===== config.mk =====
export PLATFORM = sky130hd
export DESIGN_NAME = pipe_skid_slice
export DESIGN_NICKNAME = d
export VERILOG_FILES = /design/src/rtl/pipe_pkg.sv /design/src/rtl/pipe_skid_slice.sv
export SDC_FILE = /design/constraint.sdc
export NUM_CORES = 1
export LEC_CHECK = 0
export ABC_AREA = 1
export CORE_MARGIN = 2
export CORE_UTILIZATION = 46
export CTS_BUF_LIST = sky130_fd_sc_hd__clkbuf_4 sky130_fd_sc_hd__clkbuf_8
export DETAILED_ROUTE_END_ITERATION = 6
export PLACE_DENSITY = 0.78
export SYNTH_ARGS = -nofsm -noshare
export SYNTH_HDL_FRONTEND = slang
export SYNTH_SLANG_ARGS = --single-unit
export TNS_END_PERCENT = 20

===== constraint.sdc =====
create_clock -name clk -period 1.2 [get_ports clk]
set_input_delay 0.18 -clock clk [delete_from_list [all_inputs] [get_ports clk]]
set_output_delay 0.18 -clock clk [all_outputs]
set_load 0.03 [all_outputs]

===== src/rtl/pipe_pkg.sv =====
// Shared types and default widths for the valid/ready pipeline slices.
//   slice_state_e : occupancy state of a two-entry register slice
//   DATA_W_DEF    : default payload width, reused by wrapper tops
//   CNT_W_DEF     : default width of delivered-beat debug counters
package pipe_pkg;

  localparam int DATA_W_DEF = 8;
  localparam int CNT_W_DEF  = 16;

  // Encoding equals the number of buffered beats.
  typedef enum logic [1:0] {
    SL_EMPTY = 2'd0,
    SL_ONE   = 2'd1,
    SL_TWO   = 2'd2
  } slice_state_e;

endpackage


===== src/rtl/pipe_skid_slice.sv =====
// Valid/ready register slice with registered forward and backward paths.
// A main register drives m_data; a skid register catches the one beat that
// can arrive while the registered s_ready is still catching up to a stall.
//
// state    | meaning
// ---------+-----------------------------------------------
// SL_EMPTY | nothing buffered; m_valid=0, s_ready=1
// SL_ONE   | main holds the head beat; m_valid=1, s_ready=1
// SL_TWO   | main + skid full; m_valid=1, s_ready=0
//
// Ports:
//   clk, rst_n       clock, asynchronous active-low reset
//   flush            synchronous clear, top priority
//   s_valid/s_ready/s_data   upstream side (s_ready from state only)
//   m_valid/m_ready/m_data   downstream side (all outputs registered)
//   occ              number of buffered beats, 0..2
//   beat_cnt         count of delivered beats, wraps, survives flush
module pipe_skid_slice
  import pipe_pkg::*;
#(
  parameter int DATA_W = DATA_W_DEF,
  parameter int CNT_W  = CNT_W_DEF
) (
  input  logic              clk,
  input  logic              rst_n,
  input  logic              flush,
  input  logic              s_valid,
  output logic              s_ready,
  input  logic [DATA_W-1:0] s_data,
  output logic              m_valid,
  input  logic              m_ready,
  output logic [DATA_W-1:0] m_data,
  output logic [1:0]        occ,
  output logic [CNT_W-1:0]  beat_cnt
);

  slice_state_e      r_state;
  slice_state_e      w_state_nxt;
  logic [DATA_W-1:0] r_main;
  logic [DATA_W-1:0] r_skid;
  logic [CNT_W-1:0]  r_cnt;

  logic w_s_fire;
  logic w_m_fire;
  logic w_load_main_s;
  logic w_load_main_skid;
  logic w_load_skid;

  // Outputs are pure decodes of the state flops, so m_ready never reaches
  // s_ready combinationally.
  assign m_valid  = (r_state != SL_EMPTY);
  assign s_ready  = (r_state != SL_TWO);
  assign m_data   = r_main;
  assign occ      = r_state;
  assign beat_cnt = r_cnt;

  assign w_s_fire = s_valid && s_ready;
  assign w_m_fire = m_valid && m_ready;

  always_comb begin
    w_state_nxt      = r_state;
    w_load_main_s    = 1'b0;
    w_load_main_skid = 1'b0;
    w_load_skid      = 1'b0;
    if (flush) begin
      w_state_nxt = SL_EMPTY;
    end else begin
      unique case (r_state)
        SL_EMPTY: begin
          if (w_s_fire) begin
            w_load_main_s = 1'b1;
            w_state_nxt   = SL_ONE;
          end
        end
        SL_ONE: begin
          if (w_s_fire && w_m_fire) begin
            w_load_main_s = 1'b1;
          end else if (w_s_fire) begin
            w_load_skid = 1'b1;
            w_state_nxt = SL_TWO;
          end else if (w_m_fire) begin
            w_state_nxt = SL_EMPTY;
          end
        end
        SL_TWO: begin
          if (w_m_fire) begin
            w_load_main_skid = 1'b1;
            w_state_nxt      = SL_ONE;
          end
        end
        default: w_state_nxt = SL_EMPTY;
      endcase
    end
  end

  always_ff @(posedge clk or negedge rst_n) begin
    if (!rst_n) begin
      r_state <= SL_EMPTY;
      r_main  <= '0;
      r_skid  <= '0;
    end else begin
      r_state <= w_state_nxt;
      if (w_load_main_s) r_main <= s_data;
      else if (w_load_main_skid) r_main <= r_skid;
      if (w_load_skid) r_skid <= s_data;
    end
  end

  // Counts deliveries even in a flush cycle: the beat did leave the slice.
  always_ff @(posedge clk or negedge rst_n) begin
    if (!rst_n) r_cnt <= '0;
    else if (w_m_fire) r_cnt <= r_cnt + 1'b1;
  end

  a_no_sfire_in_two: assert property (@(posedge clk) disable iff (!rst_n)
    !(w_s_fire && r_state == SL_TWO));

  a_mdata_stable: assert property (@(posedge clk) disable iff (!rst_n)
    (m_valid && !m_ready && !flush) |=> (m_data == $past(m_data)));

  a_occ_matches: assert property (@(posedge clk) disable iff (!rst_n)
    occ == ({1'b0, m_valid} + {1'b0, !s_ready}));

endmodule


-- Yosys cells after proc, flatten, opt, wreduce, memory -nomap -nowiden
Index checks and enable logic that the tools add are counted.
- register bits: 34
- input bits: 13
- output and inout port bits: 28
- logic and storage cells: 38
- $add $sub $neg: 1
- equal/unequal tests: 7
- muxes and demuxes: 19
- reductions and logical operators: 7
- operators with widths (cell ; count):
    $add A16 B1 Y16 const B ; 1
    $mux W8 ; 2
    $mux W2 ; 6
    $mux W1 ; 9
    $ne A3 B3 Y1 const B ; 3
    $pmux W2 S3 ; 1
    $ne A4 B4 Y1 const B ; 1
    $reduce_and A4 Y1 ; 1
    $reduce_bool A2 Y1 ; 2
    $logic_and A1 B1 Y1 ; 3
    $eq A2 B1 Y1 const B ; 1
    $eq A2 B2 Y1 const B ; 1
    $logic_not A2 Y1 ; 1
    $ne A2 B2 Y1 const B ; 1
    $pmux W1 S2 ; 1

-- Logic depth before layout (Yosys ltp)
Gate-level depths: netlist (run 1).
- depth in word-level cells: 7
- gate-level depth with buffers: 8
- depth with buffers taken out: 8

-- Worst setup path before layout (run 1)
No wires, ideal clock.
- path type: reg2reg
- from: reg r_cnt[0] (netlist: beat_cnt[0])
- to: reg r_cnt[14] (netlist: beat_cnt[14])
- library setup time: 113 ps
- data arrival time: 1356 ps
- required time: 1087 ps
- setup slack: -270 ps
- stages on the path, launching flop included: 9
- buffers on the path: 0
- clock period less this slack: 1470 ps
- cells stage by stage: dfrtp_1 > ha_1 > inv_1 > nor2_1 > nand3_2 > nor2_4 > nand3_1 > nand2_1 > inv_1
- longest elaborated chain between the ends: 1
- RTL lines (item ; RTL line ; source):
    start: declaration ; pipe_skid_slice.sv:41 ; logic [CNT_W-1:0] r_cnt;
    start signal: assignment ; pipe_skid_slice.sv:112 ; else if (w_m_fire) r_cnt <= r_cnt + 1'b1;
    $add A16 B1 Y16 ; pipe_skid_slice.sv:112 ;
Every way passes these cells.
A chain may end at the register's enable or synchronous reset.

-- Worst setup path in the final report (run 1)
- from: reg r_state[1] (netlist: occ[1])
- to: out s_ready
- longest elaborated chain between the ends: 1
- RTL lines (item ; RTL line ; source):
    start: declaration ; pipe_skid_slice.sv:37 ; slice_state_e r_state;
    start signal: assignment ; pipe_skid_slice.sv:102 ; r_state <= w_state_nxt;
    $ne A2 B2 Y1 ; pipe_skid_slice.sv:52 ; assign s_ready = (r_state != SL_TWO);
    end: declaration ; pipe_skid_slice.sv:28 ; output logic s_ready,
Every way passes these cells.

==> results of run 1 <==
## stage by stage
step | setup TNS (ns) | setup WS [ns] | std cells
detailed placement | -7.18 | -0.343 | 300
global route | -4.51 | -0.231 | 316
floorplan | -2.68 | -0.164 | 192
finish | -1.61 | -0.155 | 316
global placement | -6.77 | -0.290 | 300
CTS | -1.68 | -0.149 | 315
## synth_stat cells (all sizes together)
library cell	instances
a21oi	1
ha	1
dfrtp	34
nand3	16
nand3b	2
nand4	3
nand2	40
nor2	25
buf	3
xnor2	3
xor2	8
inv	25
a21boi	1
o21ai	27
nor3	2
clkinv	1
## sequential cells by signal, indices dropped and copies added, names as in the netlist
name      count
beat_cnt     16
m_data        8
occ           2
r_skid        8
## layer usage
metal,track usage (%),up-vias
li1,-,779
met1,26.1,709
met2,36.3,61
met3,6.34,2
met4,6.79,0
met5,0,-
## worst register-to-register path: cells and delay by family, from the launching register on
| kind | cells | cell delay [ns] |
|---|---|---|
| DFF | 1 | 0.42 |
| buffers and inverters | 1 | 0.13 |
| and+or+nand+nor | 7 | 0.65 |
## layout by cell type, fill, tap and decap left out, types with 2 or more instances in the layout
cell type,instances
buf_4,38
nor2_1,11
buf_6,21
clkdlybuf4s50_1,12
nor2_4,11
nand3b_1,2
xnor2_1,3
inv_4,2
inv_2,3
nand2_1,38
nor3_1,2
o21ai_0,6
xor2_1,8
o21ai_2,4
nor2_2,3
o21ai_1,17
nand3_1,11
nand4_1,2
dfrtp_1,27
inv_1,21
clkbuf_4,6
dfrtp_2,7
nand3_4,4
## logic make-up (layout without fill, tap and decap cells)
logic type	Yosys count	count (layout)
compound gates	29	29
xor+xnor	11	11
fa+ha+maj	1	1
buf+inv	29	107
flops	34	34
simple gates	88	88
## power by group through the flow
stage | registers (mW) | clock network (mW) | logic, mW
final | 1.66 | 0.705 | 1.63
after global placement | 1.63 | 0 | 1.34
after global routing | 1.70 | 0.775 | 1.75
after CTS | 1.65 | 0.715 | 1.59
after floorplan | 1.96 | 0 | 0.382
after detailed placement | 1.64 | 0 | 1.37
## area by class of cell
| type | count | share of cell area, % |
|---|---|---|
| tap | 46 | 2.24 |
| inverter | 26 | 4.00 |
| multi-input combinational | 129 | 31.7 |
| sequential | 34 | 33.5 |
| clock buffer | 7 | 2.29 |
| clock inverter | 1 | 0.195 |
| timing repair buffer | 73 | 26.0 |
## path summary, 6_finish.rpt
kind,to,slack [ns],depth (start not counted)
setup reg to reg,beat_cnt[12],-0.10,8
hold reg to reg,r_skid[6],0.50,2
hold / removal,beat_cnt[2],0.21,2
min in group clk,r_skid[6],0.41,3
setup / recovery,s_ready,-0.16,5
max in group asynchronous,occ[1],0.80,2
## timing repair
item,4_1_cts,5_1_grt
endpoints found under the setup margin,38,44
resized for setup,57,21
pin swaps,6,4
gates cloned,1,0
setup buffers,6,1
==> results.py, run 1 <==
metrics = {
    "status": {
        "outcome": "finished, violations left",
        "violations": "negative setup slack",
    },
    "drt": {
        "post_drt_wl_per_cell_um": 12.4,
        "wl_met1_mm": 1.64,
        "drc_errors": 0,
        "dr_wl_met2_mm": 2.02,
        "via_count": 1551,
        "routed-wl-met3_um": 236,
        "via_per_inst": 4.91,
        "drt_iter0_drc": 65,
        "antenna_left": 0,
        "drt_pre_antenna_iters": 4,
        "totalWireLength_mm": 3.92,
        "top_layer": "met4",
    },
    "power": {
        "seqPwrFrac_pct": 41.6,
        "clkPwrFrac_pct": 17.6,
        "switching_share_pct": 37.3,
        "p_sw_mw": 1.49,
        "p_int_mw": 2.51,
        "finalPower_mw": 4.00,
        "leakagePower_nw": 1.26,
        "ir_worst_vdd_mv": 1.14,
        "powerDensity_nw_per_um2": 1560,
        "combPwrFrac_pct": 40.8,
    },
    "critical_path": {
        "cp-end-kind": "output pin",
        "cp_cell_sequence": "buf_6 -> inv_4 -> nor2_4 -> inv_2 -> buf_6",
        "worst-path-buf-inv": 4,
        "cpMostUsedCell": "buf_6",
        "worst_path_largest_cell_delay_ns": 0.40,
        "cp.required_ns": 1.02,
        "r2r-start": "occ[0]",
        "critPathKind": "reg -> out",
        "critPathTopFamily": "flip-flops",
        "cp-startpoint": "occ[1]",
        "start_kind": "register",
        "cp.arrival_ns": 1.18,
        "critPathMaxFanout": 4,
        "crit_slowest_cell": "dfrtp_2",
    },
    "clocking": {
        "worst_skew_pair.late_latency_ns": 0.34,
        "cts-root-buf": "clkbuf_4",
        "path_clk_slew_ns": 0.11,
        "cts_buffers": 5,
        "cts_max_path_buffers": 2,
        "htree_levels": 2,
        "cts_sinks": 34,
        "cts_tree": "done",
        "ctsHoldBuffers": 0,
    },
    "layout": {
        "ff_latch_area_sq_um": 860,
        "finalInstanceArea_sq_um": 2560,
        "drive_gt1_share_pct": 40.0,
        "fin_util_pct": 75.6,
        "nFillCells": 241,
        "fin_nets": 283,
        "areaGrowthSynthToFinish_pct": 55.8,
        "antennaDiodeCount": 0,
        "multi_input_area_sq_um": 813,
    },
    "sta": {
        "min_period_over_period_pct": 113,
        "hold_viol_final": 0,
        "maxSlewHeadroom_pct": 79.4,
        "clock_skew_ns": 0.00260,
        "tightestPinTransition_ns": 0.307,
        "drv_slew": 0,
        "holdWs_ns": 0.205,
        "setup_ws_ns": -0.155,
        "rsz0062_at_grt": "true",
        "min_period_ns": 1.36,
        "finalSetupViolations": 31,
        "fmax_mhz": 738,
    },
    "synth": {
        "synth_fa_ha_area_share_pct": 0.760,
        "syn_area_sq_um": 1650,
        "synth-xor-area-share_pct": 5.86,
        "syn_inst": 192,
        "synth-simple-area-share_pct": 25.3,
        "yosysTopAreaCellShare_pct": 51.7,
        "ys_seq_area_share_pct": 51.7,
        "yosys_warnings": 0,
        "syn-num-nets": 206,
        "yosysUniqueCellTypes": 25,
        "synth_largest_area_cell": "dfrtp_1",
        "ys_ff_latch": 34,
        "synth_top_family_by_area": "simple AND/OR/NAND/NOR gates",
        "yosys-mux-area-fraction_pct": 0,
        "syn_area_per_cell_sq_um": 8.57,
        "synth_area_leaders": "dfrtp_1 52%, nand2_1 8.9%, o21ai_0 6.1%",
        "synth-compound-area-share_pct": 8.97,
    },
    "place": {
        "io_buffer_count": 40,
        "gp_congestion": 0.835,
        "place_area_sq_um": 2230,
        "hpwl_mm": 2.62,
    },
    "floorplan": {
        "fp.coreArea_sq_um": 3390,
        "dieArea_sq_um": 4070,
        "die_w_um": 63.8,
        "io_pins": 41,
        "rows": 21,
        "floorplan.initialDensity_pct": 48.5,
        "die_y_um": 63.8,
    },
    "min_path": {
        "worstHoldPathType": "in -> async",
    },
    "grt": {
        "grt_overflow": 0,
        "grtUsageTotal_pct": 21.4,
        "grt_pass1_vias": 1574,
        "grt_first_pass_wirelength_mm": 6.87,
        "antenna_found_initial": 0,
        "grt_max_degree": 35,
    },
    "run": {
        "drv_cap": 0,
    },
}
Power figures use the tool's default switching activity.
==> run 2, diff against run 1 <==
--- a/config.mk
+++ b/config.mk
@@ -5,12 +5,12 @@
 export SDC_FILE = /design/constraint.sdc
 export NUM_CORES = 1
 export LEC_CHECK = 0
-export ABC_AREA = 1
+export ABC_AREA = 0
 export CORE_MARGIN = 2
-export CORE_UTILIZATION = 46
+export CORE_UTILIZATION = 44
 export CTS_BUF_LIST = sky130_fd_sc_hd__clkbuf_4 sky130_fd_sc_hd__clkbuf_8
 export DETAILED_ROUTE_END_ITERATION = 6
-export PLACE_DENSITY = 0.78
+export PLACE_DENSITY = 0.77
 export SYNTH_ARGS = -nofsm -noshare
 export SYNTH_HDL_FRONTEND = slang
 export SYNTH_SLANG_ARGS = --single-unit
==> constraint.sdc (replaced) <==
create_clock -name clk -period 1.2 [get_ports clk]
set_input_delay 0.18 -clock clk [delete_from_list [all_inputs] [get_ports clk]]
set_output_delay 0.18 -clock clk [all_outputs]
set_load 0.05 [all_outputs]
==> run 2 against run 1 <==
The run still ends with negative setup slack left; register-to-register slack got worse by 0.21 ns; final cell count decreased by 19%; largest power group is now combinational cells; setup slack got worse by 0.21 ns; synthesized cell count decreased by 33%; sequential share of layout area decreased by 1.9 points.
==> results.py, run 2 <==
metrics = {
    "drt": {
        "via_per_inst": 4.98,
        "drc_errors": 0,
        "via_count": 1271,
        "drt_pre_antenna_iters": 4,
        "antenna_left": 0,
        "drt_iter0_drc": 48,
        "totalWireLength_mm": 4.19,
        "post_drt_wl_per_cell_um": 16.4,
    },
    "sta": {
        "rsz0062_at_grt": "true",
        "setup_ws_ns": -0.365,
        "min_period_over_period_pct": 130,
        "finalSetupViolations": 45,
        "min_period_ns": 1.56,
        "hold_viol_final": 0,
        "fmax_mhz": 639,
        "drv_slew": 0,
        "clock_skew_ns": 0.0101,
        "maxSlewHeadroom_pct": 78.4,
        "tightestPinTransition_ns": 0.323,
        "setup_tns_ns": -8.00,
    },
    "layout": {
        "antennaDiodeCount": 0,
        "final_common_cell": "buf_12",
        "multi_input_area_sq_um": 699,
        "areaGrowthSynthToFinish_pct": 81.4,
        "drive_gt1_share_pct": 50.2,
        "layout_common_cells": "28 x buf_12, 26 x dfrtp_1, 19 x buf_6, 17 x buf_4",
        "ff_latch_area_sq_um": 861,
        "fin_nets": 223,
        "largest_reg_flops": 16,
        "fin_cells": 255,
        "fin_util_pct": 82.2,
        "nFillCells": 204,
    },
    "synth": {
        "yosys_warnings": 0,
        "yosysTopAreaCellShare_pct": 56.7,
        "synth-main-ff-cell": "dfrtp_1",
        "yosys.cell_count.top_type": "dfrtp_1",
        "ys_ff_latch": 34,
        "synth_largest_area_cell": "dfrtp_1",
        "synth_area_leaders": "dfrtp_1 57%, xnor2_1 7.0%, mux2_2 6.8%",
        "syn_area_sq_um": 1500,
        "synth_edf_count": 0,
        "ys_seq_area_share_pct": 56.7,
        "yosysUniqueCellTypes": 26,
        "syn_inst": 129,
        "async_flop_share_pct": 100,
        "syn-num-nets": 143,
        "yosys-top-cells-count": "34 x dfrtp_1, 14 x nor2_1, 12 x xnor2_1, 10 x a21oi_1",
        "syn_area_per_cell_sq_um": 11.6,
    },
    "clocking": {
        "worst_skew_pair.late_latency_ns": 0.35,
        "cts_tree": "done",
        "htree_levels": 2,
        "cts_sinks": 34,
        "cts_max_path_buffers": 2,
        "cts-root-buf": "clkbuf_4",
        "path_clk_slew_ns": 0.09,
        "ctsHoldBuffers": 0,
        "cts_buffers": 5,
    },
    "grt": {
        "grt_first_pass_wirelength_mm": 7.20,
        "grt_pass1_vias": 1458,
        "antenna_found_initial": 0,
        "grt_overflow": 0,
        "grtUsageTotal_pct": 24.6,
        "grt_max_degree": 35,
    },
    "critical_path": {
        "cp-end-kind": "output pin",
        "cp.required_ns": 1.02,
        "crit_slowest_cell": "dfrtp_2",
        "cp_cell_sequence": "buf_6 -> or2_4 -> buf_6 -> buf_8",
        "cpMostUsedCell": "buf_6",
        "r2r-start": "occ[1]",
        "critPathMaxFanout": 2,
        "critPathKind": "reg -> out",
        "cp-startpoint": "occ[1]",
        "worst_path_largest_cell_delay_ns": 0.43,
        "worst-path-buf-inv": 3,
        "critPathTopFamily": "flip-flops",
        "start_kind": "register",
        "cp.arrival_ns": 1.38,
        "rrSetupSlack_ns": -0.31,
    },
    "status": {
        "outcome": "finished, violations left",
        "violations": "negative setup slack",
    },
    "power": {
        "switching_share_pct": 36.1,
        "clkPwrFrac_pct": 16.0,
        "leakagePower_nw": 1.17,
        "combPwrFrac_pct": 46.4,
        "powerDensity_nw_per_um2": 1550,
        "p_sw_mw": 1.52,
        "p_int_mw": 2.69,
        "ir_worst_vdd_mv": 1.37,
        "seqPwrFrac_pct": 37.6,
    },
    "floorplan": {
        "rows": 21,
        "floorplan.initialDensity_pct": 45.3,
        "dieArea_sq_um": 3890,
        "die_w_um": 62.4,
        "io_pins": 41,
        "die_y_um": 62.4,
        "fp.coreArea_sq_um": 3310,
    },
    "place": {
        "gp_congestion": 0.788,
        "pre_cts_ws_ns": -0.535,
        "dp_cells": 243,
        "hpwl_mm": 2.80,
        "io_buffer_count": 40,
    },
    "run": {
        "drv_cap": 0,
    },
    "min_path": {
        "worstHoldPathType": "in -> async",
    },
}
==> run 2: cells by family (layout without fill, tap and decap cells) <==
group                      after synthesis  count (layout)  share of synthesized area, %
and+or+nand+nor                         42              42                          14.0
DFF                                     34              34                          56.7
muxes                                   17              17                          12.1
xor gates and xnor gates                15              15                          8.76
AOI/OAI and AO/OA                       14              14                          5.59
buffers and inverters                    6              86                          2.00
adders and majority gates                1               1                         0.834
==> run 2: worst paths after layout <==
check | end | cells after the start
min reg2reg | r_skid[3] | 1
max reg2reg | m_data[5] | 7
min in group clk | m_data[6] | 3
max | m_valid | 4
max in group asynchronous | beat_cnt[13] | 2
min | m_data[2] | 2
==> run 2: repair_timing <==
item                                    CTS  global route
setup buffers                             5             0
gates resized for setup                  29             8
pin swaps                                13             4
endpoints found under the setup margin   48            51
==> run 2: cell type report <==
cell class | count | share of cell area [%]
Sequential cell | 34 | 31.6
Clock buffer | 7 | 2.16
Tap cell | 46 | 2.11
Multi-Input combinational cell | 89 | 25.7
Timing Repair Buffer | 77 | 38.1
Inverter | 2 | 0.276
==> run 2: metrics by stage <==
step	cell area [sq um]	hold WS, ns	power [mW]
final	2720	0.203	4.21
after global routing	2720	0.205	4.38
after CTS	2700	0.196	4.18
after detailed placement	2480	0.497	3.39
after global placement	2480	0.487	3.32
after floorplan	1530	-0.116	2.34
==> run 2: layer usage <==
layer	vias up	global-route usage (%)	routed length, um
met5	-	0	0
met4	0	14.7	140
met3	10	7.03	188
met2	39	42.9	2300
met1	616	26.3	1560
li1	606	-	-
==> run 2: power groups by stage <==
stage	combinational [mW]	clock, mW	sequential [mW]
2_1_floorplan	0.322	0	2.02
3_3_place_gp	1.77	0	1.55
3_5_place_dp	1.82	0	1.58
4_1_cts	1.92	0.695	1.57
5_1_grt	2.04	0.739	1.61
6_report	1.95	0.674	1.58
==> run 3, diff against run 2 <==
--- a/config.mk
+++ b/config.mk
@@ -6,10 +6,12 @@
 export NUM_CORES = 1
 export LEC_CHECK = 0
 export ABC_AREA = 0
+export CORE_ASPECT_RATIO = 1.75
 export CORE_MARGIN = 2
 export CORE_UTILIZATION = 44
 export CTS_BUF_LIST = sky130_fd_sc_hd__clkbuf_4 sky130_fd_sc_hd__clkbuf_8
 export DETAILED_ROUTE_END_ITERATION = 6
+export GPL_TIMING_DRIVEN = 1
 export PLACE_DENSITY = 0.77
 export SYNTH_ARGS = -nofsm -noshare
 export SYNTH_HDL_FRONTEND = slang
==> run 3 against run 2 <==
The run still ends with negative setup slack left; total power rose by 8.5%; fmax rose by 0.58%; clock-buffer cell count stayed put; critical path depth up 1; global-route usage is 1.4 points higher; first-iteration DRC count fell by 21%; setup slack better by 0.0090 ns; sequential power up 3%; utilization increased by 3.9 points; flip-flop and latch count unchanged; sequential share of layout area shrank 1.6 points; largest cell class unchanged.
==> results.py, run 3 (same netlist as run 2, synthesis figures left out) <==
metrics = {
    "clocking": {
        "cts_max_path_buffers": 2,
        "htree_levels": 2,
        "cts_tree": "done",
        "cts-root-buf": "clkbuf_8",
        "ctsHoldBuffers": 0,
        "path_clk_slew_ns": 0.07,
        "cts_buffers": 5,
        "worst_skew_pair.late_latency_ns": 0.29,
        "cts_sinks": 34,
    },
    "drt": {
        "drc_errors": 0,
        "post_drt_wl_per_cell_um": 20.1,
        "via_per_inst": 5.38,
        "drt_pre_antenna_iters": 4,
        "drt_iter0_drc": 38,
        "antenna_left": 0,
        "totalWireLength_mm": 5.21,
        "via_count": 1393,
    },
    "critical_path": {
        "critPathKind": "reg -> reg",
        "start_kind": "register",
        "cp-end-kind": "register",
        "cp.arrival_ns": 1.75,
        "cp.required_ns": 1.39,
        "critPathMaxFanout": 4,
    },
    "layout": {
        "largest_reg_flops": 16,
        "drive_gt1_share_pct": 54.2,
        "finalInstanceArea_sq_um": 2870,
        "layout_common_cells": "29 x buf_12, 26 x dfrtp_1, 21 x buf_4, 19 x buf_6, 12 x clkdlybuf4s50_1",
        "fin_cells": 259,
        "ff_latch_area_sq_um": 861,
        "fin_nets": 228,
        "final_common_cell": "buf_12",
        "areaGrowthSynthToFinish_pct": 91.1,
        "antennaDiodeCount": 0,
        "multi_input_area_sq_um": 771,
        "nFillCells": 159,
    },
    "power": {
        "powerDensity_nw_per_um2": 1590,
        "finalPower_mw": 4.57,
        "leakagePower_nw": 1.25,
        "ir_worst_vdd_mv": 1.29,
    },
    "grt": {
        "grt_overflow": 0,
        "grtUsageTotal_pct": 26.0,
        "grt_max_degree": 35,
        "grt_pass1_vias": 1476,
        "antenna_found_initial": 0,
        "grt_first_pass_wirelength_mm": 7.00,
    },
    "floorplan": {
        "die_w_um": 48.1,
        "floorplan.initialDensity_pct": 45.1,
        "die_y_um": 81.2,
        "fp.coreArea_sq_um": 3330,
        "io_pins": 41,
        "dieArea_sq_um": 3910,
        "rows": 28,
    },
    "sta": {
        "clock_skew_ns": 0.00998,
        "setup_ws_ns": -0.356,
        "min_period_over_period_pct": 130,
        "min_period_ns": 1.56,
        "finalSetupViolations": 42,
        "fmax_mhz": 643,
        "holdWs_ns": 0.273,
        "drv_slew": 0,
        "hold_viol_final": 0,
        "maxSlewHeadroom_pct": 79.6,
        "setup_tns_ns": -8.98,
        "tightestPinTransition_ns": 0.304,
        "rsz0062_at_grt": "true",
    },
    "place": {
        "dp_cells": 245,
        "hpwl_mm": 3.05,
        "io_buffer_count": 40,
        "gp_congestion": 0.874,
        "place_area_sq_um": 2510,
    },
    "run": {
        "drv_cap": 0,
    },
    "status": {
        "violations": "negative setup slack",
        "outcome": "finished, violations left",
    },
    "min_path": {
        "worstHoldPathType": "in -> async",
    },
}
## run 3: changes by cell type in the layout (fill, tap and decap cells not counted), moves of 2 or more
cell and delta:
nand2_1 -2, buf_4 +4, clkbuf_4 -4, nor3b_4 +2, xnor2_1 -2, clkbuf_8 +4
xnor2_2 +2
## run 3: final cells by class
cell class | instances | share of cell area [%]
clock buffers | 7 | 2.92
inverters | 2 | 0.262
multi-input cells | 89 | 26.9
flip-flops and latches | 34 | 30.0
repair buffers | 82 | 37.9
well taps | 45 | 1.96
## run 3: worst paths after layout
| check | cells after the start | from | to | slack, ns |
|---|---|---|---|---|
| setup / recovery | 5 | beat_cnt[1] | beat_cnt[14] | -0.36 |
| hold / removal | 2 | rst_n | beat_cnt[7] | 0.27 |
| setup reg to reg | 5 | beat_cnt[1] | beat_cnt[14] | -0.36 |
| hold reg to reg | 1 | r_skid[4] | r_skid[4] | 0.51 |
| max in group asynchronous | 2 | rst_n | occ[0] | 0.72 |
| min in group clk | 3 | s_data[0] | m_data[0] | 0.50 |
## run 3: per-stage QoR
| stage | utilization [%] | setup slack [ns] |
|---|---|---|
| final | 86.1 | -0.356 |
| after global routing | 86.1 | -0.417 |
| after CTS | 81.3 | -0.306 |
| after detailed placement | 75.5 | -0.526 |
| after global placement | 75.5 | -0.450 |
| after floorplan | - | -0.437 |
## run 3: critical path, stage by stage, from the launching register on
cell	delay, ns
dfrtp_2	0.43
ha_4	0.15
nand4_1	0.19
nor2_2	0.26
nand4_1	0.19
xnor2_1	0.24
## run 3: layer usage
layer	routed length, um	track usage (%)
met2	3100	43.6
met5	0	0
met3	191	6.89
met1	1720	28.8
met4	194	12.2
## run 3: timing repair
item                                    4_1_cts  5_1_grt
setup buffers                                 4        3
gates resized for setup                      19       30
pin swaps                                    12       10
endpoints found under the setup margin       39       45
## run 3: power by group
group / switching, mW / internal (mW) / total, mW
logic: 1.02 / 1.09 / 2.11
registers: 0.249 / 1.38 / 1.62
clock network: 0.386 / 0.444 / 0.830
total: 1.65 / 2.91 / 4.57
